<file path="config.mk">
export PLATFORM = sky130hd
export DESIGN_NAME = gpzda_emitter
export DESIGN_NICKNAME = d
export VERILOG_FILES = /design/src/rtl/gpzda_emitter.sv
export SDC_FILE = /design/constraint.sdc
export NUM_CORES = 1
export LEC_CHECK = 0
export ABC_AREA = 0
export CORE_MARGIN = 8
export CORE_UTILIZATION = 40
export DETAILED_ROUTE_END_ITERATION = 10
export PLACE_DENSITY_LB_ADDON = 0.2
export SETUP_SLACK_MARGIN = 0.15
export SKIP_CTS_REPAIR_TIMING = 1
export SYNTH_ARGS = -nofsm -noshare
export SYNTH_HDL_FRONTEND = slang
export SYNTH_SLANG_ARGS = --single-unit
</file>
<file path="constraint.sdc">
create_clock -name clock -period 1.92 [get_ports clock]
set_input_delay 0.192 -clock clock [delete_from_list [all_inputs] [get_ports clock]]
set_output_delay 0.192 -clock clock [all_outputs]
set_load 0.02 [all_outputs]
</file>
<file path="src/rtl/gpzda_emitter.sv">
`default_nettype none
// +----------------------------------------------------------------------------+
// | Module      : gpzda_emitter                                                |
// | Description : Serialises one NMEA ZDA sentence from snapshotted packed-BCD |
// |               time/date/zone fields, one byte per valid/ready handshake,   |
// |               and appends the XOR checksum as two hex digits.              |
// |               Optional macro GPZDA_EMITTER_CRLF_EN appends CR/LF (38 bytes |
// |               instead of 36).                                              |
// | Revision    : 1.0 - initial release                                        |
// +----------------------------------------------------------------------------+
module gpzda_emitter #(
   parameter logic [15:0] TALKER    = "GP",
   parameter int          HEX_LOWER = 0
) (
   input  logic        clock,
   input  logic        restart_n,
   input  logic        start,
   input  logic [31:0] time_bcd,
   input  logic [31:0] date_bcd,
   input  logic [15:0] zone_bcd,
   output logic [7:0]  out_data,
   output logic        out_valid,
   input  logic        out_ready,
   output logic        busy,
   output logic        done
);

   localparam logic [1:0] c_IDLE = 2'd0;
   localparam logic [1:0] c_SEND = 2'd1;
   localparam logic [1:0] c_DONE = 2'd2;

`ifdef GPZDA_EMITTER_CRLF_EN
   localparam logic [5:0] c_LAST_IDX = 6'd37;
`else
   localparam logic [5:0] c_LAST_IDX = 6'd35;
`endif

   logic [1:0]  r_state;
   logic [5:0]  r_idx;
   logic [7:0]  r_csum;
   logic [31:0] r_time;
   logic [31:0] r_date;
   logic [15:0] r_zone;
   logic [7:0]  w_byte;
   logic        w_xfer;

   // BCD nibble to ASCII; 10-15 deliberately map onto ':'..'?' unchecked
   function automatic logic [7:0] f_dig(input logic [3:0] n);
      return 8'h30 + {4'h0, n};
   endfunction

   // Checksum nibble to ASCII hex, case selected by HEX_LOWER
   function automatic logic [7:0] f_hex(input logic [3:0] n);
      if (n < 4'd10)
         return 8'h30 + {4'h0, n};
      else if (HEX_LOWER != 0)
         return 8'h57 + {4'h0, n};
      else
         return 8'h37 + {4'h0, n};
   endfunction

   // Byte map: select the character for the current sentence position
   always_comb begin
      w_byte = 8'h00;
      case (r_idx)
         6'd0  : w_byte = 8'h24;
         6'd1  : w_byte = TALKER[15:8];
         6'd2  : w_byte = TALKER[7:0];
         6'd3  : w_byte = 8'h5A;
         6'd4  : w_byte = 8'h44;
         6'd5  : w_byte = 8'h41;
         6'd6, 6'd16, 6'd19, 6'd22, 6'd27, 6'd30 : w_byte = 8'h2C;
         6'd7  : w_byte = f_dig(r_time[31:28]);
         6'd8  : w_byte = f_dig(r_time[27:24]);
         6'd9  : w_byte = f_dig(r_time[23:20]);
         6'd10 : w_byte = f_dig(r_time[19:16]);
         6'd11 : w_byte = f_dig(r_time[15:12]);
         6'd12 : w_byte = f_dig(r_time[11:8]);
         6'd13 : w_byte = 8'h2E;
         6'd14 : w_byte = f_dig(r_time[7:4]);
         6'd15 : w_byte = f_dig(r_time[3:0]);
         6'd17 : w_byte = f_dig(r_date[31:28]);
         6'd18 : w_byte = f_dig(r_date[27:24]);
         6'd20 : w_byte = f_dig(r_date[23:20]);
         6'd21 : w_byte = f_dig(r_date[19:16]);
         6'd23 : w_byte = f_dig(r_date[15:12]);
         6'd24 : w_byte = f_dig(r_date[11:8]);
         6'd25 : w_byte = f_dig(r_date[7:4]);
         6'd26 : w_byte = f_dig(r_date[3:0]);
         6'd28 : w_byte = f_dig(r_zone[15:12]);
         6'd29 : w_byte = f_dig(r_zone[11:8]);
         6'd31 : w_byte = f_dig(r_zone[7:4]);
         6'd32 : w_byte = f_dig(r_zone[3:0]);
         6'd33 : w_byte = 8'h2A;
         6'd34 : w_byte = f_hex(r_csum[7:4]);
         6'd35 : w_byte = f_hex(r_csum[3:0]);
`ifdef GPZDA_EMITTER_CRLF_EN
         6'd36 : w_byte = 8'h0D;
         6'd37 : w_byte = 8'h0A;
`endif
         default : w_byte = 8'h00;
      endcase
   end

   assign w_xfer    = (r_state == c_SEND) && out_ready;
   assign out_valid = (r_state == c_SEND);
   assign busy      = (r_state != c_IDLE);
   assign done      = (r_state == c_DONE);
   assign out_data  = out_valid ? w_byte : 8'h00;

   // Sentence FSM: snapshot on start, walk the byte map, fold checksum on transfers
   always_ff @(posedge clock or negedge restart_n) begin
      if (!restart_n) begin
         r_state <= c_IDLE;
         r_idx   <= 6'd0;
         r_csum  <= 8'h00;
         r_time  <= 32'h0;
         r_date  <= 32'h0;
         r_zone  <= 16'h0;
      end else begin
         case (r_state)
            c_IDLE: begin
               if (start) begin
                  r_time  <= time_bcd;
                  r_date  <= date_bcd;
                  r_zone  <= zone_bcd;
                  r_idx   <= 6'd0;
                  r_csum  <= 8'h00;
                  r_state <= c_SEND;
               end
            end
            c_SEND: begin
               if (w_xfer) begin
                  // checksum covers everything between '$' and '*'
                  if ((r_idx >= 6'd1) && (r_idx <= 6'd32))
                     r_csum <= r_csum ^ w_byte;
                  if (r_idx == c_LAST_IDX)
                     r_state <= c_DONE;
                  else
                     r_idx <= r_idx + 6'd1;
               end
            end
            c_DONE:  r_state <= c_IDLE;
            default: r_state <= c_IDLE;
         endcase
      end
   end

endmodule
`default_nettype wire

</file>
# == Yosys cells after proc, flatten, opt, wreduce, memory -nomap -nowiden ==
# Cells that the tools add are included.
# totals
reg_bits,96
wordCells,105
# op_classes
addsub,25
magnitude_cmp,4
n_eq_ne,42
muxes,16
bitwise_logic,1
n_reduce_logical,11
# op_table
op,count
7-bit one-hot mux with 31 select lines,1
6-bit by 4-bit adder with 7-bit output (first input constant),24
6-bit by 5-bit == test with 1-bit output (second input constant),16
6-bit by 4-bit == test with 1-bit output (second input constant),8
8-bit 2-to-1 mux,4
6-bit by 3-bit == test with 1-bit output (second input constant),4
6-bit == test (second input constant),4
6-bit 2-to-1 mux,3
8-bit one-hot mux with 2 select lines,1
7-bit 2-to-1 mux,2
6-bit by 2-bit == test with 1-bit output (second input constant),2
6-bit one-hot mux with 2 select lines,1
4-bit less-than comparator (second input constant),2
4-bit AND reduction,2
8-bit bitwise XOR,1
6-bit by 1-bit adder with 6-bit output (second input constant),1
6-bit by 1-bit == test with 1-bit output (second input constant),1
6-bit by 1-bit greater-or-equal comparator with 1-bit output (second input constant),1
6-bit less-or-equal comparator (second input constant),1
6-bit zero test,1
2-bit 2-to-1 mux,3
2-bit by 1-bit != test with 1-bit output (second input constant),3
6-bit OR reduction,1
2-bit != test (second input constant),2
other kinds (8),10

# == Logic depth before layout (Yosys ltp) ==
# Gate-level depths: netlist of the first run.
# logic_depth
word_depth,7
mapped_depth,9
mapped_depth_nobuf,8

# == Worst setup path after synthesis of the first run ==
# Ideal clock, no wire load.
# synth_path
path_type,reg2out
startpoint,register r_idx[0]
endpoint,output port out_data[2]
t_arrival_ns,1.988
required_ns,1.728
setup_slack_ns,-0.260
path_stages_with_launch,9
n_path_buf,1
cell_sequence,dfrtp_1 -> inv_1 -> ha_1 -> clkbuf_1 -> nor2b_1 -> a221oi_1 -> o32ai_1 -> a311oi_2 -> a21oi_1
# synth_between
elab_chain_len,4
elab_cells_between_ends,39
classes_between,eq/ne: 35; mux: 2; reduce/logical: 2
# synth_lines
element,line,rtl
"start, declared",39,logic [5:0] r_idx;
"start signal, assigned",140,r_idx <= r_idx + 6'd1;
6-bit by 3-bit == test with 1-bit output / 6-bit by 5-bit == test with 1-bit output (equally long branches),65,case (r_idx)
6-bit OR reduction,65,
7-bit one-hot mux with 31 select lines (*),65,
8-bit 2-to-1 mux (*),109,assign out_data = out_valid ? w_byte : 8'h00;
"end, declared",21,"output logic [7:0] out_data,"
# Mark *: on every way between the ends. The rest lies on a longest branch, timed or not.

# == Final worst setup path of the first run ==
# layout_path
startpoint,register r_idx[1]
endpoint,output port out_data[5]
# Same word-level chain as after synthesis.

==> out/results.ini, run 1 <==
[sta]
slew_violations=0
tns_ns=-7.003
clock_skew_ns=0.01029
period_share_pct=134.0
max_freq_mhz=388.8
rsz0062_at_grt=yes
hold_ws_ns=0.2574
setup_viol=18
finalHoldViolations=0
setup_slack_ns=-0.6522
final.min_clock_period_ns=2.572

[drt]
wl_um=18380
route.vias.total=5159
drcViolationCount=0
drt-wirelength-per-cell_um=18.32
postRouteAntennaNets=0
initialDrtViolationCount=241
via_per_inst=5.144
firstDrtPassIters=5

[worst_setup_path]
arrival_ns=2.38
reg2reg_slack_ns=-0.47
crit_chain=ha_2 > buf_4 > o21ba_2 > o2111ai_1 > a41oi_2 > nor4_4 > nor2_2 > buf_6
startpoint=r_idx[1]
crit_fanout=7
reg2reg_to=r_csum[5]
worst-path-buf-inv=2
start_kind=flop
cp-endpoint=out_data[5]
crit_family=compound AO/OA/AOI/OAI gates
crit_path_end_kind=output port
worstReg2RegStart=r_idx[1]
path_depth=8
rr_worst_depth=9
crit_slowest_cell=dfrtp_2
slowest_delay_ns=0.44
crit_required_ns=1.73
crit_type=reg2out

[power]
swShare_pct=38.56
peakVddDrop_mv=0.6425
p_total_mw=9.795
comb_power_share_pct=49.6
p_int_mw=6.019
pwr-share-clk_pct=17.7
p_leak_nw=3.699
seqPwrFrac_pct=32.7
cellPowerDensity_nw_per_um2=1245
p_switching_mw=3.777

[grt]
grt_pass1_vias=5321
grt_pass1_wl_um=29180
antenna_found_initial=0
grt_use_total_pct=21.23
grt_overflow=0
grt_max_degree=61

[cts]
clk_pin_slew_ns=0.08
cts_tree=done
cts_root_buffer=clkbuf_16
htree_num_levels=3
clockBufferDepth=2
cts_made_buffers=9
clock-sinks=95
clkLatencyLatePin_ns=0.36

[yosys]
ys.flop_type=dfrtp_1
ys_warn_count=0
syn_nets=731
syn-cell-area_um2=5306
postSynthAreaPerCell_um2=8.278
synth-edff-count=0
syn_inst=641
async_reset_ff_share_pct=100.0
synth_cell_types=63
synth-seq-cells=95
synth_seq_area_share_pct=44.80

[floorplan]
core_area_um2=13090
rows=42
die_w_um=131.2
die-area_um2=17210
initial_core_util_pct=40.55
die-height_um=131.2
io_pins=95

[cells_and_area]
drive_gt1_share_pct=26.48
antenna_cells=0
fillers=1221
syn2layout_area_growth_pct=48.22
multi_input_area_um2=2987
fin_nets=912
seqCellArea_um2=2382
finalInstanceArea_um2=7865

[min_path]
hold_path.class=in2async

[flow_run]
drv_cap=0

[placement]
port_buffers=93
hpwl_um=14310
routabilityCongestion=0.9018
placed_cell_area_um2=7217

[run_status]
outcome=finished with violations
violations=setup timing

[layer usage]
layer / up-vias / GRT usage [%] / wire [µm]
met1: 2496 / 26.48 / 7981
met2: 128 / 35.34 / 9033
met3: 31 / 3.963 / 842
met4: 0 / 8.909 / 518
li1: 2504 / - / -
met5: - / 0 / 0
[worst min-delay path by stage]
stage | to | slack [ns] | cells past startpoint
2_1_floorplan | r_csum[0] | -0.10 | 0
3_3_place_gp | r_csum[2] | 0.09 | 1
3_5_place_dp | r_csum[2] | 0.1 | 1
4_1_cts | r_zone[5] | -0.29 | 1
5_1_grt | r_state[1] | 0.28 | 2
6_report | r_state[1] | 0.26 | 2
[power groups by stage]
| stage | logic, mW | registers [mW] | clock network [mW] |
|---|---|---|---|
| 2_1_floorplan | 2.40 | 3.06 | 0 |
| 3_3_place_gp | 4.31 | 3.20 | 0 |
| 3_5_place_dp | 4.35 | 3.22 | 0 |
| 4_1_cts | 4.38 | 3.19 | 1.78 |
| 5_1_grt | 5.26 | 3.29 | 1.85 |
| 6_report | 4.86 | 3.20 | 1.73 |
[stage by stage]
step	util, %	instances	setup WS [ns]
2_1_floorplan	-	641	-0.05802
3_3_place_gp	55.15	973	-0.7349
3_5_place_dp	55.15	973	-0.8374
4_1_cts	57.31	989	-1.237
5_1_grt	60.11	1003	-0.7298
6_report	60.11	1003	-0.6522
[sequential cells by signal (all words and copies together), names as in the netlist]
name and count:
r_date 32, r_time 32, r_zone 16, r_csum 7
r_idx 6, r_state 2
[kinds of logic after synthesis]
kind of cell	after synthesis	synth area share, %
other	1	0.07067
buffers and inverters	55	4.810
AO/OA/AOI/OAI	75	9.857
flip-flops	95	44.80
XOR/XNOR	6	0.9903
adder cells (fa/ha/maj)	6	1.415
AND/OR/NAND/NOR	378	32.54
multiplexers	25	5.517
[worst register-to-register path, cell delays in order, from the launching register on]
cell	delay [ns]
dfrtp_2	0.41
ha_2	0.30
buf_4	0.21
inv_1	0.07
or3_1	0.36
a41oi_2	0.25
nor4_4	0.09
buf_4	0.15
or3_1	0.33
a21oi_1	0.14
[placed cells by master, fill, tap and decap left out, types with 4 or more instances in the layout]
master           count
o21ai_1              4
dfrtp_1             91
nor2_1              19
nand2_1            255
xnor2_1              5
mux2_2               6
a21oi_2              4
nand2b_1             5
mux2_1               4
buf_4              104
and3b_1              6
mux2i_1             12
a31oi_2              4
o21ai_0             14
inv_1               10
nor2b_2              4
clkbuf_16            9
buf_12               7
a21oi_1              8
nand3_1             24
buf_6               13
dfrtp_2              4
or3_1                7
clkdlybuf4s50_1     82
and3_1               4
nand4_1              7
nor2b_1             11
[area by class of cell]
| cell class | instances | share of cell area [%] |
|---|---|---|
| Multi-Input combinational cell | 491 | 37.97 |
| Sequential cell | 95 | 30.29 |
| Timing Repair Buffer | 212 | 24.74 |
| Clock buffer | 10 | 2.911 |
| Tap cell | 176 | 2.800 |
| Clock inverter | 6 | 0.6682 |
| Inverter | 13 | 0.6204 |
[synthesized netlist by cell type, types with 9 or more instances]
cell type	number	share of area, %
nand2_1	256	18
dfrtp_1	95	45
nand3_1	26	2.5
clkbuf_1	20	1.4
nor2_1	20	1.4
nor2b_1	17	2.0
o21ai_0	16	1.5
a21oi_1	13	1.2
inv_1	13	0.92
mux2i_1	12	2.3
buf_2	9	0.85
Note: power is estimated with default switching activity, not from simulation.
==> inputs of run 2 (changes only) <==
--- a/config.mk
+++ b/config.mk
@@ -8,9 +8,10 @@
 export ABC_AREA = 0
 export CORE_MARGIN = 8
 export CORE_UTILIZATION = 40
+export CTS_CLUSTER_SIZE = 16
 export DETAILED_ROUTE_END_ITERATION = 10
 export PLACE_DENSITY_LB_ADDON = 0.2
-export SETUP_SLACK_MARGIN = 0.15
+export SETUP_SLACK_MARGIN = 0.4
 export SKIP_CTS_REPAIR_TIMING = 1
 export SYNTH_ARGS = -nofsm -noshare
 export SYNTH_HDL_FRONTEND = slang
==> run 2 against run 1 <==
  * The run still ends with setup timing left
  * Sequential cell count is the same
  * Sequential power is essentially flat
  * First-iteration DRC count grew 27%
  * Maximum frequency grew 1.0%
  * Global-route usage shrank 0.62 points
  * Final cell count grew 0.80%
  * Largest cell class unchanged
==> out/results.ini, run 2 (same netlist as run 1, synthesis figures left out) <==
[sta]
clock_skew_ns=0.009178
max_freq_mhz=392.8
setup_slack_ns=-0.6259
tns_ns=-6.123
finalHoldViolations=0
setup_viol=17
slew_headroom_pct=64.30
rsz0062_at_grt=yes
period_share_pct=132.6
slew_violations=0
worst_pin_slew_ns=0.5355
final.min_clock_period_ns=2.546

[grt]
grt_overflow=0
grt_pass1_vias=5321
grt_max_degree=96
antenna_found_initial=0
grt_pass1_wl_um=28440
grt_use_total_pct=20.61

[drt]
drcViolationCount=0
top_layer=met4
drt-wirelength-per-cell_um=17.89
drt-met1-wl_um=8169
route.vias.total=5130
firstDrtPassIters=5
met3WireLength_um=752
initialDrtViolationCount=307
postRouteAntennaNets=0
wl_um=18080
route.met2.wl_um=8693
via_per_inst=5.074

[worst_setup_path]
crit_slowest_cell=dfrtp_1
crit_chain=buf_12 > buf_4 > nor2b_1 > and3_4 > a32o_1 > nor4_4 > a21oi_2 > buf_4
startpoint=r_idx[3]
arrival_ns=2.35
start_kind=flop
rr_worst_depth=11
worstReg2RegStart=r_idx[1]
crit_required_ns=1.73
crit_path_end_kind=output port
slowest_delay_ns=0.40
cpMostUsedCell=buf_4
crit_fanout=20
crit_type=reg2out

[cts]
cts_tree=done
clockBufferDepth=2
cts_root_buffer=clkbuf_16
htree_num_levels=3
clk_pin_slew_ns=0.07
cts_made_buffers=9
clkLatencyLatePin_ns=0.35
clock-sinks=95

[cells_and_area]
antenna_cells=0
layout_commonest_cell=nand2_1
syn2layout_area_growth_pct=52.72
fin_cells=1011
finalInstanceArea_um2=8104
reg_top3=r_date: 32 flops, r_time: 32 flops, r_zone: 16 flops
fin_nets=920
layout_common_cells=nand2_1, buf_4, dfrtp_1, clkdlybuf4s50_1, nand3_1
drive_gt1_share_pct=27.78
fillers=1123

[placement]
port_buffers=93
dp_slack_ns=-0.9465
routabilityCongestion=0.9036
placedCellCount=977
placed_cell_area_um2=7281
hpwl_um=13640

[run_status]
violations=setup timing
outcome=finished with violations

[floorplan]
io_pins=95
rows=42
die-area_um2=17210
initial_core_util_pct=40.55
die_w_um=131.2
die-height_um=131.2
core_area_um2=13090

[flow_run]
drv_cap=0

[power]
peakVddDrop_mv=0.5093
p_total_mw=10.16
cellPowerDensity_nw_per_um2=1254
p_leak_nw=3.806

[min_path]
worstHoldStart=date_bcd[15]
hold_path.class=in2reg
worstHoldPathCells=3

## run 2: cell types whose count changed in the layout (fill, tap and decap cells not counted), moves of 3 or more
| cell | change |
|---|---|
| buf_4 | +5 |
| buf_6 | +3 |
| nor2_1 | -3 |
| nor2b_1 | +3 |
| nor2b_2 | -3 |
| o21ai_0 | -3 |
## run 2: area by class of cell
class / count / area (µm²) / area share [%]
sequential: 95 / 2382 / 29.40
timing repair buffer: 220 / 2022 / 24.95
tap: 176 / 220.2 / 2.717
multi-input combinational: 491 / 3089 / 38.12
inverter: 13 / 51.30 / 0.6330
clock buffer: 10 / 239.0 / 2.949
clock inverter: 6 / 100.1 / 1.235
## run 2: layer usage
layer / track usage, % / vias up
met4: 8.780 / 0
li1: - / 2529
met3: 3.925 / 28
met5: 0 / -
met1: 26.20 / 2449
met2: 33.60 / 124
## run 2: worst paths after layout
| path | endpoint | slack, ns |
|---|---|---|
| worst max-delay path | out_data[0] | -0.63 |
| worst min-delay path | r_date[15] | 0.36 |
| worst max register to register | r_csum[0] | -0.52 |
| worst min register to register | r_time[19] | 0.47 |
| max in group asynchronous | r_idx[1] | 1.04 |
| min in group asynchronous | r_zone[5] | 0.40 |
## run 2: metrics by stage
step | util, % | hold slack, ns
floorplan | - | -0.1036
global placement | 55.64 | 0.2786
CTS | 58.23 | -0.1019
global route | 61.93 | 0.3715
detailed placement | 55.64 | 0.2827
finish | 61.93 | 0.3579
## run 2: worst max-delay path, delay by kind of cell, from the launching register on
kind,cells,cell delay [ns]
AOI/OAI and AO/OA,2,0.39
and+or+nand+nor,3,0.71
buffers and inverters,3,0.50
DFF,1,0.40
## run 2: power by group
group / leakage, nW / total (mW) / internal (mW) / switching (mW)
clock network: 0.167 / 2.03 / 1.20 / 0.829
registers: 1.18 / 3.20 / 2.71 / 0.489
logic: 2.46 / 4.93 / 2.46 / 2.47
==> inputs of run 3 (changes only) <==
--- a/config.mk
+++ b/config.mk
@@ -7,11 +7,10 @@
 export LEC_CHECK = 0
 export ABC_AREA = 0
 export CORE_MARGIN = 8
-export CORE_UTILIZATION = 40
+export CORE_UTILIZATION = 55
 export CTS_CLUSTER_SIZE = 16
 export DETAILED_ROUTE_END_ITERATION = 10
 export PLACE_DENSITY_LB_ADDON = 0.2
-export SETUP_SLACK_MARGIN = 0.4
 export SKIP_CTS_REPAIR_TIMING = 1
 export SYNTH_ARGS = -nofsm -noshare
 export SYNTH_HDL_FRONTEND = slang
==> constraint.sdc (replaced) <==
create_clock -name clock -period 3.3 [get_ports clock]
set_input_delay 0.33 -clock clock [delete_from_list [all_inputs] [get_ports clock]]
set_output_delay 0.33 -clock clock [all_outputs]
set_load 0.02 [all_outputs]
==> run 3 against run 2 <==
  * The run now ends clean
  * First-iteration DRC count is 41% higher
  * Final cell count is 14% lower
  * Total power is 53% lower
  * Hold slack better by 0.061 ns
  * Global-route usage is 5.1 points higher
  * Sequential cell count stayed put
  * Clock power is 61% lower
  * Core utilization is 8.6 points higher
  * Via count is 4.9% lower
  * Combinational power is 58% lower
  * Largest cell class unchanged
  * Largest power group unchanged
  * Highest routed layer unchanged
==> out/results.ini, run 3 (same netlist as run 1, synthesis figures left out) <==
[power]
comb_power_share_pct=43.9
p_leak_nw=3.137
peakVddDrop_mv=0.3758
seqPwrFrac_pct=39.6
p_int_mw=2.852
pwr-share-clk_pct=16.4
cellPowerDensity_nw_per_um2=706.1
swShare_pct=40.02
p_switching_mw=1.903

[cts]
clk_pin_slew_ns=0.09
cts_root_buffer=clkbuf_8
cts_made_buffers=9
cts_tree=done
clkLatencyLatePin_ns=0.37
clockBufferDepth=2
htree_num_levels=3
clock-sinks=95

[grt]
grt_max_degree=84
grt_use_total_pct=25.68
grt_pass1_vias=4981
grt_pass1_wl_um=25900
grt_overflow=0
antenna_found_initial=0

[floorplan]
die-area_um2=13050
initial_core_util_pct=55.57
die-height_um=114.2
io_pins=95
die_w_um=114.2
core_area_um2=9549
rows=36

[worst_setup_path]
crit_path_end_kind=output port
crit_type=reg2out
slowest_delay_ns=0.63
crit_fanout=7
crit_slowest_cell=clkdlybuf4s50_1
crit_chain=inv_1 > ha_2 > nor3b_4 > a22oi_1 > and4_1 > and4_1 > a21oi_1 > clkdlybuf4s50_1
arrival_ns=2.95
cpMostUsedCell=and4_1
crit_required_ns=2.97
start_kind=flop

[sta]
max_freq_mhz=305.1
rsz0062_at_grt=yes
worst_pin_slew_ns=0.8575
slew_violations=0
period_share_pct=99.31
final.min_clock_period_ns=3.277
setup_viol=0
finalHoldViolations=0
slew_headroom_pct=42.83
clock_skew_ns=0.01071
hold_ws_ns=0.4186

[drt]
route.vias.total=4877
postRouteAntennaNets=0
via_per_inst=5.638
drt-wirelength-per-cell_um=18.70
firstDrtPassIters=5
wl_um=16170
initialDrtViolationCount=432
drcViolationCount=0

[cells_and_area]
syn2layout_area_growth_pct=26.90
drive_gt1_share_pct=9.836
fin_cells=865
antenna_cells=0
fin_util_pct=70.52
finalInstanceArea_um2=6734
layout_common_cells=nand2_1, dfrtp_1, clkdlybuf4s50_1, nand3_1, buf_4
reg_top3=r_date: 32 flops, r_time: 32 flops, r_zone: 16 flops
layout_commonest_cell=nand2_1
fin_nets=818

[run_status]
outcome=completed

[placement]
placed_cell_area_um2=6429
routabilityCongestion=0.9358
placedCellCount=849
port_buffers=93
hpwl_um=12230

[min_path]
hold_path.class=in2async

[flow_run]
drv_cap=0

run 3: per-stage QoR:
stage	power (mW)	setup slack, ns	TNS (ns)
finish	4.755	0.02278	0
global route	5.054	-0.08443	-0.1079
CTS	4.680	-0.2710	-0.7573
detailed placement	3.898	0.1512	0
global placement	3.829	0.2181	0
floorplan	3.081	0.9817	0
run 3: worst max-delay path: cells and delay by family (launching register included):
kind | cells | cell delay [ns]
flops | 1 | 0.47
fa+ha+maj | 1 | 0.29
compound gates | 2 | 0.30
simple gates | 3 | 0.70
buf+inv | 2 | 0.81
run 3: power by group through the flow:
stage | combinational [mW] | clock [mW] | sequential, mW
floorplan | 1.31 | 0 | 1.77
global placement | 1.96 | 0 | 1.87
detailed placement | 2.00 | 0 | 1.89
CTS | 2.01 | 0.795 | 1.87
global route | 2.30 | 0.831 | 1.92
finish | 2.09 | 0.782 | 1.88
run 3: path summary, 6_finish.rpt:
kind	start	end	slack [ns]	cells after the start
worst max-delay path	r_idx[0]	out_data[2]	0.02	8
max in group asynchronous	restart_n	r_time[15]	2.11	3
worst max register to register	r_idx[1]	r_csum[0]	0.76	8
min in group clock	time_bcd[5]	r_time[5]	0.48	3
worst min register to register	r_time[15]	r_time[15]	0.48	2
worst min-delay path	restart_n	r_zone[5]	0.42	2
run 3: final cells by class:
cell class,count,area (µm²)
clock buffer,10,137.6
clock inverter,5,58.81
fill,780,2815
inverter,13,48.80
multi-input combinational,491,2764
sequential,95,2380
tap,133,166.4
timing repair buffer,118,1179
run 3: metal layers:
layer  vias to the layer above  GRT usage, %  share of wire, %
met2                       152         42.82                49
li1                       2317             -                 -
met1                      2380         32.62                43
met5                         -             0                 0
met4                         0         10.47               2.6
met3                        28         3.956               5.4
